===== config.mk =====
export PLATFORM = sky130hd
export DESIGN_NAME = mc_host_bridge
export DESIGN_NICKNAME = d
export VERILOG_FILES = /design/src/rtl/mc_host_bridge.sv
export SDC_FILE = /design/constraint.sdc
export NUM_CORES = 1
export LEC_CHECK = 0
export ABC_AREA = 1
export CAP_MARGIN = 10
export CORE_MARGIN = 3
export CORE_UTILIZATION = 37
export DETAILED_ROUTE_END_ITERATION = 6
export GPL_TIMING_DRIVEN = 1
export PLACE_DENSITY = 0.84
export SLEW_MARGIN = 30
export SYNTH_ARGS = -nofsm -noshare
export SYNTH_HDL_FRONTEND = slang
export SYNTH_SLANG_ARGS = --single-unit

===== constraint.sdc =====
create_clock -name clk -period 1.7 [get_ports clk]
set_input_delay 0.34 -clock clk [delete_from_list [all_inputs] [get_ports clk]]
set_output_delay 0.34 -clock clk [all_outputs]
set_load 0.05 [all_outputs]

===== src/rtl/mc_host_bridge.sv =====
`default_nettype none
// +--------------------------------------------------------------------+
// | mc_host_bridge                                                     |
// | Turns 32-bit word/line requests into 16-bit HyperRAM host beats.   |
// | Optional performance counters: define MC_BRIDGE_PERF_EN.           |
// | Rev 1.0                                                            |
// +--------------------------------------------------------------------+
module mc_host_bridge #(
  parameter int LINE_WORDS = 8,
  parameter int CNT_W      = $clog2(2*LINE_WORDS)+1
) (
  input  logic        clk,
  input  logic        rst,
  input  logic        up_req,
  input  logic        up_rwn,
  input  logic        up_line,
  input  logic [31:0] up_adr,
  input  logic [3:0]  up_wen,
  input  logic [31:0] up_wdat,
  output logic        up_wdat_ack,
  output logic [31:0] up_rdat,
  output logic        up_rdat_vld,
  output logic        up_busy,
  output logic        up_done,
  output logic        host_req,
  output logic        host_rwn,
  output logic        host_burst,
  output logic [31:0] host_addr,
  input  logic        host_ack,
  output logic [1:0]  host_txm,
  output logic [15:0] host_txd,
  input  logic        host_txd_ack,
  input  logic [15:0] host_rxd,
  input  logic        host_rxd_vld,
  input  logic        perf_clr,
  output logic [31:0] perf_rd,
  output logic [31:0] perf_wr,
  output logic [31:0] perf_busy
);

  typedef enum logic [2:0] {
    S_IDLE = 3'd0,
    S_CMD  = 3'd1,
    S_WR   = 3'd2,
    S_RD   = 3'd3,
    S_DONE = 3'd4
  } state_t;

  localparam logic [31:0]      LINE_MASK  = ~((32'(LINE_WORDS) << 2) - 32'd1);
  localparam logic [31:0]      WORD_MASK  = 32'hFFFF_FFFC;
  localparam logic [CNT_W-1:0] BEATS_WORD = CNT_W'(2);
  localparam logic [CNT_W-1:0] BEATS_LINE = CNT_W'(2*LINE_WORDS);

  state_t           state;
  state_t           state_nxt;
  logic             rwn_q;
  logic             line_q;
  logic [3:0]       wen_q;
  logic [31:0]      wdat_q;
  logic [31:0]      addr_q;
  logic [31:0]      rdat_q;
  logic [15:0]      low_q;
  logic             rvld_q;
  logic             wack_q;
  logic             load_q;
  logic [CNT_W-1:0] cnt;
  logic             beats_left;
  logic             wr_beat;
  logic             rd_beat;

  // The beat counter runs down from an even value, so its LSB is the
  // halfword select: even count = low half, odd count = high half.
  assign beats_left = (cnt != '0);
  assign wr_beat    = (state == S_WR) && beats_left && host_txd_ack;
  assign rd_beat    = (state == S_RD) && beats_left && host_rxd_vld;

  assign host_rwn    = rwn_q;
  assign host_burst  = line_q;
  assign host_addr   = addr_q;
  assign up_rdat     = rdat_q;
  assign up_rdat_vld = rvld_q;
  assign up_wdat_ack = wack_q;

  always_ff @(posedge clk) begin
    if (rst) begin
      state <= S_IDLE;
    end else begin
      state <= state_nxt;
    end
  end

  always_comb begin
    state_nxt = state;
    up_busy   = 1'b0;
    up_done   = 1'b0;
    host_req  = 1'b0;
    host_txd  = '0;
    host_txm  = '0;
    case (state)
      S_IDLE: begin
        if (up_req) state_nxt = S_CMD;
      end
      S_CMD: begin
        up_busy  = 1'b1;
        host_req = 1'b1;
        if (host_ack) state_nxt = rwn_q ? S_RD : S_WR;
      end
      S_WR: begin
        up_busy = 1'b1;
        if (beats_left) begin
          host_txd = cnt[0] ? wdat_q[31:16] : wdat_q[15:0];
          host_txm = cnt[0] ? ~wen_q[3:2]   : ~wen_q[1:0];
        end else begin
          state_nxt = S_DONE;
        end
      end
      S_RD: begin
        up_busy = 1'b1;
        if (!beats_left) state_nxt = S_DONE;
      end
      S_DONE: begin
        up_done   = 1'b1;
        state_nxt = S_IDLE;
      end
      default: state_nxt = S_IDLE;
    endcase
  end

  always_ff @(posedge clk) begin
    if (rst) begin
      rwn_q  <= 1'b0;
      line_q <= 1'b0;
      wen_q  <= '0;
      wdat_q <= '0;
      addr_q <= '0;
      rdat_q <= '0;
      low_q  <= '0;
      rvld_q <= 1'b0;
      wack_q <= 1'b0;
      load_q <= 1'b0;
      cnt    <= '0;
    end else begin
      rvld_q <= 1'b0;
      wack_q <= 1'b0;
      // Upstream presents the next word one cycle after the ack pulse.
      load_q <= wack_q;

      if ((state == S_IDLE) && up_req) begin
        rwn_q  <= up_rwn;
        line_q <= up_line;
        wen_q  <= up_wen;
        wdat_q <= up_wdat;
        addr_q <= up_adr & (up_line ? LINE_MASK : WORD_MASK);
        cnt    <= up_line ? BEATS_LINE : BEATS_WORD;
      end

      if (wr_beat) begin
        cnt <= cnt - CNT_W'(1);
        if (cnt[0]) wack_q <= 1'b1;
      end

      if (load_q && (state == S_WR)) begin
        wdat_q <= up_wdat;
        wen_q  <= up_wen;
      end

      if (rd_beat) begin
        cnt <= cnt - CNT_W'(1);
        if (cnt[0]) begin
          rdat_q <= {host_rxd, low_q};
          rvld_q <= 1'b1;
        end else begin
          low_q <= host_rxd;
        end
      end
    end
  end

`ifdef MC_BRIDGE_PERF_EN
  logic [31:0] perf_rd_q;
  logic [31:0] perf_wr_q;
  logic [31:0] perf_busy_q;

  always_ff @(posedge clk) begin
    if (rst || perf_clr) begin
      perf_rd_q   <= '0;
      perf_wr_q   <= '0;
      perf_busy_q <= '0;
    end else begin
      if (up_done && rwn_q)  perf_rd_q <= perf_rd_q + 32'd1;
      if (up_done && !rwn_q) perf_wr_q <= perf_wr_q + 32'd1;
      if (up_busy)           perf_busy_q <= perf_busy_q + 32'd1;
    end
  end

  assign perf_rd   = perf_rd_q;
  assign perf_wr   = perf_wr_q;
  assign perf_busy = perf_busy_q;
`else
  logic unused_perf_clr;
  assign unused_perf_clr = perf_clr;
  assign perf_rd   = '0;
  assign perf_wr   = '0;
  assign perf_busy = '0;
`endif

endmodule
`default_nettype wire


==> summary.md, run 1 <==
| Metric | Value |
|---|---|
| Outcome | `complete, but fails checks` |
| Failing checks | `negative setup slack` |
| FF+latch count, synth | `127` |
| Synth cell types | `22` |
| Share of the synthesized area in the top cell type | `45.34%` |
| WHS Path Cells | `2` |
| FMAX | `~520 MHz` |
| Post-route minimum period | `roughly 1.9 ns` |
| Slew Viols, Final | `0` |
| Top delay family on crit path | `buffers and inverters` |
| DRT Pass-1 Iters | `4` |
| FP Rows | `44` |
| Number of antenna violations at the first check in global routing | `0` |
| DR vias | `5332` |
| Depth of the most critical reg-to-reg path | `11` |
| First-pass GRT wire length | `approximately 24000 um` |
| GRT met2 Usage | `a little under a third` |
| Root buffer cell | `clkbuf_16` |
| Most common cell on crit path | `buf_12` |
| Die area | `approximately 0.017 mm2` |
| Fin crit share | `112.6%` |
| Ant diodes | `0` |
| Die height | `129.1 um` |
| Max-Cap Viols | `0` |
| Flop2flop setup slack | `-0.04 ns` |
| Core box area | `around 0.015 mm2` |
| Vias in the first global route | `~5000` |
| Routed Antenna Nets | `0` |
| Crit path required time | `about 1.4 ns` |
| Post-synthesis area per instance | `7.497 um2` |
| CP Cell Sequence | `inv_2 > ha_4 > nand3_4 > buf_12 > nand2_8 > a21oi_4 > buf_12` |
| Final global-route overflow total | `0` |
| I/O Buffers | `176` |
| Met3 global-route usage | `7.131%` |
| Hold Vio Cnt, Final | `0` |
| Clk_lat worst skew | `approximately 0.4 ns` |
| Initial DRC Count | `~240` |
| GR Layer Usage met1 | `between 20% and 30%` |
| WHS Endpoint | `load_q` |
| Synth async-reset ratio | `0%` |
| Synth area leaders | `dfxtp_1 (45%), buf_4 (14%), nor2_1 (11%)` |
| Residual DRC | `0` |
| Power density cells | `roughly 1400 mW/mm2` |
| Cell taking the most area after synthesis | `dfxtp_1` |
| Leak | `around 3.7 nW` |
| Setup TNS | `-3.714 ns` |
| Reg2Reg Launch Point | `cnt[0]` |
| Clock buffer count from CTS | `17` |
| Crit path max-delay cell type | `dfxtp_2` |
| Starting Density | `38.15%` |
| CTS tree | `yes` |
| Hold WC Path Type | `reg2reg` |
| RR Endpoint | `up_rdat[0]` |
| Post-Syn Instances | `748` |
| Clk slew on worst S/H paths | `approximately 0.050 ns` |
| H-tree levels | `4` |
| Largest net degree at the start of global routing | `66` |
| Final WL | `around 16000 um` |
| CP bufs+invs | `3` |
| Sequential element share of the synthesized area | `a little under half` |
| Post-route setup slack | `-0.2141 ns` |
| Number of synthesized flops with an enable pin | `0` |
| Post-Syn Area | `between 0.005 and 0.006 mm2` |
| GP Congestion | `approximately 0.78` |
| GRT Max-Usage Layer | `met2` |
| Crit path DAT | `between 1.5 and 2 ns` |
| Yosys warning count | `0` |
| Estimated wirelength of the detail-placed design | `10460 um` |
| Layout area overhead | `54.95%` |
| Maximum vdd drop | `roughly 1.2 mV` |
| Hold Startpoint | `up_wdat_ack` |
| DIE WIDTH | `approximately 130 um` |
| I/O pins | `~280` |
| CP Class | `reg2out` |
| Clock Path Buffers | `2` |
| Skew final | `0.007183 ns` |
| Crit end category | `output pin` |
| GRT Total Usage | `17.73%` |
| RSZ-0062 raised after global routing | `true` |
| Wire length per cell | `14.28 um` |
| Ys flop type | `dfxtp_1` |
| Critical-path maximum fanout | `5` |
| Count leader, synth | `nor2_1` |
| Layout cell share with drive strength beyond 1 | `26.16%` |
| Pre-CTS setup slack | `-0.09587 ns` |
| Final setup viols | `24` |
| Nets | `1049` |
| Synth cell count leaders | `nor2_1 (170), dfxtp_1 (127), buf_4 (102)` |
| Count of clock tree sinks | `127` |
| CP peak stage delay | `0.33 ns` |
| Mean number of vias per cell | `4.632` |
| Startpoint Class | `register` |
==> state kept, by name, indices dropped and copies added, names as in the netlist <==
register and flops:
up_rdat 32, wdat_q 32, host_addr 30, low_q 16, cnt 5, wen_q 4, state 3, host_burst 1
host_rwn 1, load_q 1, up_rdat_vld 1, up_wdat_ack 1
==> worst max-delay path by stage <==
stage	start	to	slack, ns	depth (start not counted)
5_1_grt	cnt[0]	host_txd[13]	-0.27	7
4_1_cts	cnt[0]	host_txd[12]	-0.23	7
6_report	cnt[0]	host_txd[12]	-0.21	7
3_5_place_dp	up_req	wdat_q[4]	-0.1	9
2_1_floorplan	state[0]	state[0]	-0.06	8
3_3_place_gp	up_req	wdat_q[21]	-0.05	9
==> stage by stage <==
| step | std cells | util (%) | hold WS (ns) | instance area, um2 | power [mW] |
|---|---|---|---|---|---|
| global placement | 1099 | 51.31 | 0.4108 | 7542 | 8.140 |
| global route | 1151 | 59.12 | 0.4510 | 8690 | 13.00 |
| floorplan | 845 | - | 0.4300 | 6175 | 6.948 |
| CTS | 1143 | 56.89 | 0.4231 | 8363 | 12.31 |
| finish | 1151 | 59.12 | 0.4174 | 8690 | 12.35 |
| detailed placement | 1099 | 51.31 | 0.4162 | 7542 | 8.249 |
==> per-layer routing <==
| layer | share of wire (%) | vias up |
|---|---|---|
| met3 | 8.4 | 20 |
| met4 | 1.5 | 0 |
| li1 | - | 2614 |
| met1 | 39 | 2484 |
| met2 | 51 | 214 |
| met5 | 0 | - |
==> final cells by class <==
| class | count | area [um2] |
|---|---|---|
| well taps | 184 | 230.2 |
| multi-input cells | 533 | 2776 |
| flip-flops and latches | 127 | 2550 |
| inverters | 49 | 183.9 |
| fillers | 1201 | 6010 |
| clock buffers | 20 | 446.7 |
| repair buffers | 227 | 2385 |
| clock inverters | 11 | 117.6 |
==> cells by family after synthesis <==
family,Yosys count,synth area share (%)
buf+inv,188,20.30
other cells,1,0.06687
fa+ha+maj,1,0.2231
flops,127,45.34
compound gates,172,15.48
simple gates,257,18.27
xor+xnor,2,0.3124
==> what timing repair did <==
item                       4_1_cts  5_1_grt
pin swaps                        8       17
hold endpoints to repair         0        0
gates resized for setup         25       72
gates cloned                     3        6
setup endpoints to repair       19       88
hold buffers                     0        0
buffers inserted                10        3
==> cell usage in the layout, fill, tap and decap left out, types with 2 or more instances in the layout <==
| master | count |
|---|---|
| a22oi_1 | 3 |
| nand2_2 | 2 |
| nand2_1 | 60 |
| buf_6 | 8 |
| nand2_8 | 4 |
| inv_1 | 42 |
| a21oi_4 | 17 |
| conb_1 | 98 |
| o21ai_2 | 11 |
| nor2_2 | 15 |
| nor2_1 | 152 |
| nand3_1 | 5 |
| a21oi_1 | 41 |
| clkinv_4 | 2 |
| buf_4 | 97 |
| clkinvlp_4 | 2 |
| nor3_4 | 2 |
| dfxtp_2 | 3 |
| clkbuf_1 | 2 |
| nand4_1 | 7 |
| clkinv_2 | 5 |
| o21ai_0 | 86 |
| clkdlybuf4s50_1 | 89 |
| a21oi_2 | 13 |
| buf_12 | 30 |
| dfxtp_1 | 123 |
| nor3_1 | 3 |
| clkbuf_16 | 20 |
| nor2_4 | 7 |
| xor2_1 | 2 |
| bufinv_16 | 2 |
| inv_2 | 7 |
==> power breakdown <==
group | total, mW | switching, mW | internal [mW]
Combinational | 5.06 | 3.27 | 1.79
Sequential | 3.81 | 0.285 | 3.52
Clock | 3.48 | 1.30 | 2.18
==> worst reg2reg max path, stage by stage, from the launching register on <==
cell,delay (ns)
dfxtp_2,0.32
inv_2,0.08
ha_4,0.15
nand3_4,0.08
buf_6,0.14
buf_6,0.12
nand4_1,0.13
buf_6,0.20
buf_12,0.17
nor2_4,0.04
a21oi_2,0.12
nor2_1,0.06
Power figures use the tool's default switching activity.
==> inputs of run 2 (changes only) <==
- CAP_MARGIN: 10 -> 30
==> results of run 2 <==
Same layout as run 1: the final DEF is identical, and so are final timing and power.
==> inputs of run 3 (changes only) <==
- ABC_CLOCK_PERIOD_IN_PS: not set -> 1700
- MAX_ROUTING_LAYER: not set -> met4
==> summary.md, run 3 (synthesized netlist as in run 1, its figures left out) <==
| Metric | Value |
|---|---|
| DRT Pass-1 Iters | `4 (unchanged)` |
| Layout cell share with drive strength beyond 1 | `25.96% (-0.21 points)` |
| GRT Total Usage | `18.24% (+0.51 points)` |
| Clock power frac | `28.2% (about the same)` |
| Leading cell type in the layout, fill and taps excluded | `nor2_1` |
| Total Power Consumption | `12.37 mW (+0.12%)` |
| Sw power | `4.876 mW (+0.30%)` |
| Clk_lat worst skew | `0.41 ns (about the same)` |
| Starting Density | `38.15% (unchanged)` |
| FMAX | `523.6 MHz (+0.23%)` |
| I/O Buffers | `176 (unchanged)` |
| Max-Cap Viols | `0 (unchanged)` |
| Critical-path maximum fanout | `5 (unchanged)` |
| Post-route minimum period | `1.910 ns (-0.004383 ns)` |
| DIE WIDTH | `129.1 um (unchanged)` |
| Setup TNS | `-3.670 ns (+0.04435 ns)` |
| Die height | `129.1 um (unchanged)` |
| Root buffer cell | `clkbuf_16` |
| H-tree levels | `4 (unchanged)` |
| Wire length per cell | `14.40 um (+0.86%)` |
| Core box area | `0.01470 mm2 (unchanged)` |
| Flop2flop setup slack | `-0.08 ns (-0.04 ns)` |
| RSZ-0062 raised after global routing | `true` |
| CP Class | `reg2out` |
| Initial DRC Count | `287 (+21%)` |
| Startpoint Class | `register` |
| Reg2Reg Launch Point | `cnt[0]` |
| Residual DRC | `0 (unchanged)` |
| GP Congestion | `0.7902 (+1.4%)` |
| Routed Antenna Nets | `0 (unchanged)` |
| DR vias | `5388 (+1.1%)` |
| Final setup viols | `25 (+4.2%)` |
| GRT Max-Usage Layer | `met2` |
| I/O pins | `278 (unchanged)` |
| Final WL | `16580 um (+0.86%)` |
| Hold WC Path Type | `reg2reg` |
| Failing checks | `negative setup slack` |
| Leak | `3.691 nW (about the same)` |
| First-pass GRT wire length | `23710 um (-0.35%)` |
| Combinational Power Share | `40.9% (about the same)` |
| Sequential cell area | `0.002550 mm2 (unchanged)` |
| Fin crit share | `112.3% (-0.26 points)` |
| RR Endpoint | `up_rdat[13]` |
| Post-route setup slack | `-0.2097 ns (+0.004383 ns)` |
| FP Rows | `44 (unchanged)` |
| WHS Path Cells | `2 (unchanged)` |
| Mean number of vias per cell | `4.681 (+1.1%)` |
| Crit path DAT | `1.57 ns (about the same)` |
| Final global-route overflow total | `0 (unchanged)` |
| Hold Startpoint | `up_wdat_ack` |
| Number of antenna violations at the first check in global routing | `0 (unchanged)` |
| Clk slew on worst S/H paths | `0.05 ns (about the same)` |
| Maximum vdd drop | `1.172 mV (about the same)` |
| Clock buffer count from CTS | `17 (unchanged)` |
| Ant diodes | `0 (unchanged)` |
| Sequential Power Share | `30.8% (about the same)` |
| Largest net degree at the start of global routing | `66 (unchanged)` |
| Met3 global-route usage | `5.894% (-1.2 points)` |
| Die area | `0.01667 mm2 (unchanged)` |
| Vias in the first global route | `4986 (+0.32%)` |
| Sw Share | `39.42% (+0.069 points)` |
| Crit end category | `output pin` |
| WHS Endpoint | `load_q` |
| Fillcell total | `1205 (+0.33%)` |
| Count of clock tree sinks | `127 (unchanged)` |
| Internal | `7.493 mW (about the same)` |
| GRT met2 Usage | `30.64% (about the same)` |
| Outcome | `complete, but fails checks` |
| Hold slack | `0.4177 ns (+0.0003040 ns)` |
| Crit path required time | `1.36 ns (about the same)` |
| Hold Vio Cnt, Final | `0 (unchanged)` |
| Most frequent cells in the layout | `nor2_1 (154), dfxtp_1 (123), conb_1 (98)` |
| Nets | `1049 (unchanged)` |
| Depth of the most critical reg-to-reg path | `11 (unchanged)` |
| Slew Viols, Final | `0 (unchanged)` |
| Skew final | `0.007618 ns (+0.0004355 ns)` |
| Estimated wirelength of the detail-placed design | `10460 um (unchanged)` |
| CTS tree | `yes` |
| Clock Path Buffers | `2 (unchanged)` |
| Multi-input logic area | `0.002776 mm2 (unchanged)` |
| Power density cells | `1423 mW/mm2 (+0.12%)` |
| GR Layer Usage met1 | `20.99% (+0.66 points)` |
| Layout area overhead | `54.95% (unchanged)` |
-- run 3: worst max-delay path, cell delays in order (launching register included) --
cell and delay [ns]:
dfxtp_2 0.33, inv_2 0.05, ha_4 0.16, nand3_4 0.07, buf_12 0.15, nand2_8 0.09
a21oi_4 0.15, buf_12 0.15
-- run 3: cell type report --
type | instances | share of cell area [%]
Clock inverter | 11 | 1.353
Timing Repair Buffer | 227 | 27.44
Tap cell | 184 | 2.649
Multi-Input combinational cell | 533 | 31.95
Inverter | 49 | 2.117
Sequential cell | 127 | 29.34
Clock buffer | 20 | 5.140
-- run 3: how the worst max path moves through the flow --
stage / from / to / slack, ns / cells past startpoint
3_5_place_dp: up_req / wdat_q[4] / -0.1 / 9
5_1_grt: cnt[0] / host_txd[13] / -0.27 / 7
4_1_cts: cnt[0] / host_txd[12] / -0.23 / 7
6_report: cnt[0] / host_txd[12] / -0.21 / 7
3_3_place_gp: up_req / wdat_q[21] / -0.05 / 9
2_1_floorplan: state[0] / state[0] / -0.06 / 8
-- run 3: routing by layer --
metal,share of wire [%],routed length (um),vias to the layer above
li1,-,-,2615
met1,40,6566,2516
met2,51,8444,233
met3,7.3,1204,24
met4,2.2,359,0
met5,0,0,-
-- run 3: metrics by stage --
| step | std cells | util (%) | setup slack [ns] | area [um2] |
|---|---|---|---|---|
| finish | 1151 | 59.12 | -0.2097 | 8690 |
| global route | 1151 | 59.12 | -0.2715 | 8690 |
| CTS | 1143 | 56.89 | -0.2279 | 8363 |
| detailed placement | 1099 | 51.31 | -0.09587 | 7542 |
| global placement | 1099 | 51.31 | -0.04547 | 7542 |
| floorplan | 845 | - | -0.05660 | 6175 |
-- run 3: repair_timing --
| action | 4_1_cts | 5_1_grt |
|---|---|---|
| resized for setup | 25 | 71 |
| pin swaps | 8 | 15 |
| setup endpoints to repair | 19 | 87 |
| gates cloned | 3 | 6 |
| hold buffers | 0 | 0 |
| buffers inserted | 10 | 3 |
-- run 3: power groups by stage --
stage	clock [mW]	combinational, mW	sequential (mW)
6_report	3.49	5.06	3.81
5_1_grt	3.69	5.44	3.87
4_1_cts	3.57	4.94	3.80
3_5_place_dp	0	4.42	3.83
3_3_place_gp	0	4.33	3.81
2_1_floorplan	0	2.41	4.53
==> patch (settings of run 1) <==
Re-encode `state_t` (5 states) as one-hot, 5 bits wide.
--- a/src/rtl/mc_host_bridge.sv
+++ b/src/rtl/mc_host_bridge.sv
@@ -40,8 +40,8 @@
 
-  typedef enum logic [2:0] {
-    S_IDLE = 3'd0,
-    S_CMD  = 3'd1,
-    S_WR   = 3'd2,
-    S_RD   = 3'd3,
-    S_DONE = 3'd4
+  typedef enum logic [4:0] {
+    S_IDLE = 5'b00001,
+    S_CMD  = 5'b00010,
+    S_WR   = 5'b00100,
+    S_RD   = 5'b01000,
+    S_DONE = 5'b10000
   } state_t;
Function: no difference found for any inputs over 10 cycles, from zero or initial values and one cycle with rst high; not proved beyond that.
==> patch against run 1 <==
- the run still ends with negative setup slack left
- final cell count decreased by 0.78%
- area after synthesis rose by 2.1%
- worst setup slack got worse by 120 ps
- die area up 2.0%
- sequential cell count increased by 2
- routed wire length increased by 3.1%
- synthesized cell count down 1.1%
- final area rose by 1.7%
- power decreased by 20%
- utilization is 0.58 points higher
- critical endpoint is now host_txd[5]
- largest power group is now registers
==> patch: results (changes against run 1) <==
* Outcome: finished, violations left
* Violated checks: negative setup slack
* Nets at 1040 (-0.86%)
* Synth Area in Adders at 0.219% (-0.0046 points)
* Clk cell area share at 6.27% (-0.22 points)
* Signal buf overhead at 27.7% (+0.28 points)
* Wire per inst at 14.8 um (+3.9%)
* Via density at 4.59 (-0.86%)
* Cells taking the most area after synthesis: dfxtp_1, buf_4, nor2_1
* Int Power at 6.32 mW (-16%)
* Tot Pwr at 9.93 mW (-20%)
* Delay-heaviest family, CP: simple AND/OR/NAND/NOR gates
* Met2 Routed Length at 8780 um (+3.9%)
* Dpl cells at 1083 (-1.5%)
* Comb_multi_in at 539 (+1.1%)
* Via count at 5245 (-1.6%)
* Met3 global-route usage at 6.67% (-0.46 points)
* GR Util All Layers at 18.0% (+0.32 points)
* Multi-input combinational cell area at 2830 um^2 (+1.9%)
* WL met1 at 6540 um (+2.9%)
* M2 GR Usage at 32.3% (+1.7 points)
* XOR/XNOR Fraction of Synth Area at 0.306% (-0.0064 points)
* Lkg Pwr at 3.85 nW (+4.4%)
* Synth Area in Compound Gates at 15.3% (-0.14 points)
* CLK BUF at 19 (-5.0%)
* Seq area share at 29.3% (-0.035 points)
* Yosys reg bits at 129 (+1.6%)
* Pre-CTS WS at -89.1 ps (+6.76 ps)
* Setup violators final at 53 (+120%)
* Fillcell total at 1209 (+0.67%)
* Setup ws final at -337 ps (-123 ps)
* Commonest cells in the netlist: nor2_1, dfxtp_1, buf_4
* Worst vdd ir at 710 uV (-39%)
* Clock skew at 6.37 ps (-0.809 ps)
* Vias in the first global route at 4676 (-5.9%)
* Layout cells sized above 1 at 27.8% (+1.6 points)
* Final Util at 59.7% (+0.58 points)
* First-pass GRT wire length at 23800 um (+0.11%)
* Post-cts resize count at 31 (+24%)
* Synth Instances at 740 (-1.1%)
* Count of plain and timing-repair buffers in the layout at 223 (-1.8%)
## patch: changes by cell type in the layout (fill, tap and decap cells not counted), moves of 6 or more
| cell | run 1 | this run |
|---|---|---|
| o21ai_1 | 1 | 54 |
| o21ai_0 | 86 | 56 |
| nor2_2 | 15 | 39 |
| nor2_1 | 152 | 134 |
| inv_1 | 42 | 27 |
| a21oi_2 | 13 | 0 |
| buf_4 | 97 | 87 |
| o21ai_2 | 11 | 3 |
| nand4_1 | 7 | 1 |
## patch: kinds of logic (layout without fill, tap and decap cells)
logic type / count (synthesis) / after routing
flops: 129 / 129
buf+inv: 172 / 290
simple gates: 261 / 264
compound gates: 174 / 174
fa+ha+maj: 1 / 1
xor+xnor: 2 / 2
other cells: 1 / 98
## patch: worst paths after layout
path	start	to	slack [ps]	cells after the start
worst max-delay path	state[1]	host_txd[5]	-340	7
worst min-delay path	up_wdat_ack	load_q	470	2
worst min register to register	up_wdat_ack	load_q	470	2
worst max register to register	state[1]	up_rdat[20]	-100	11
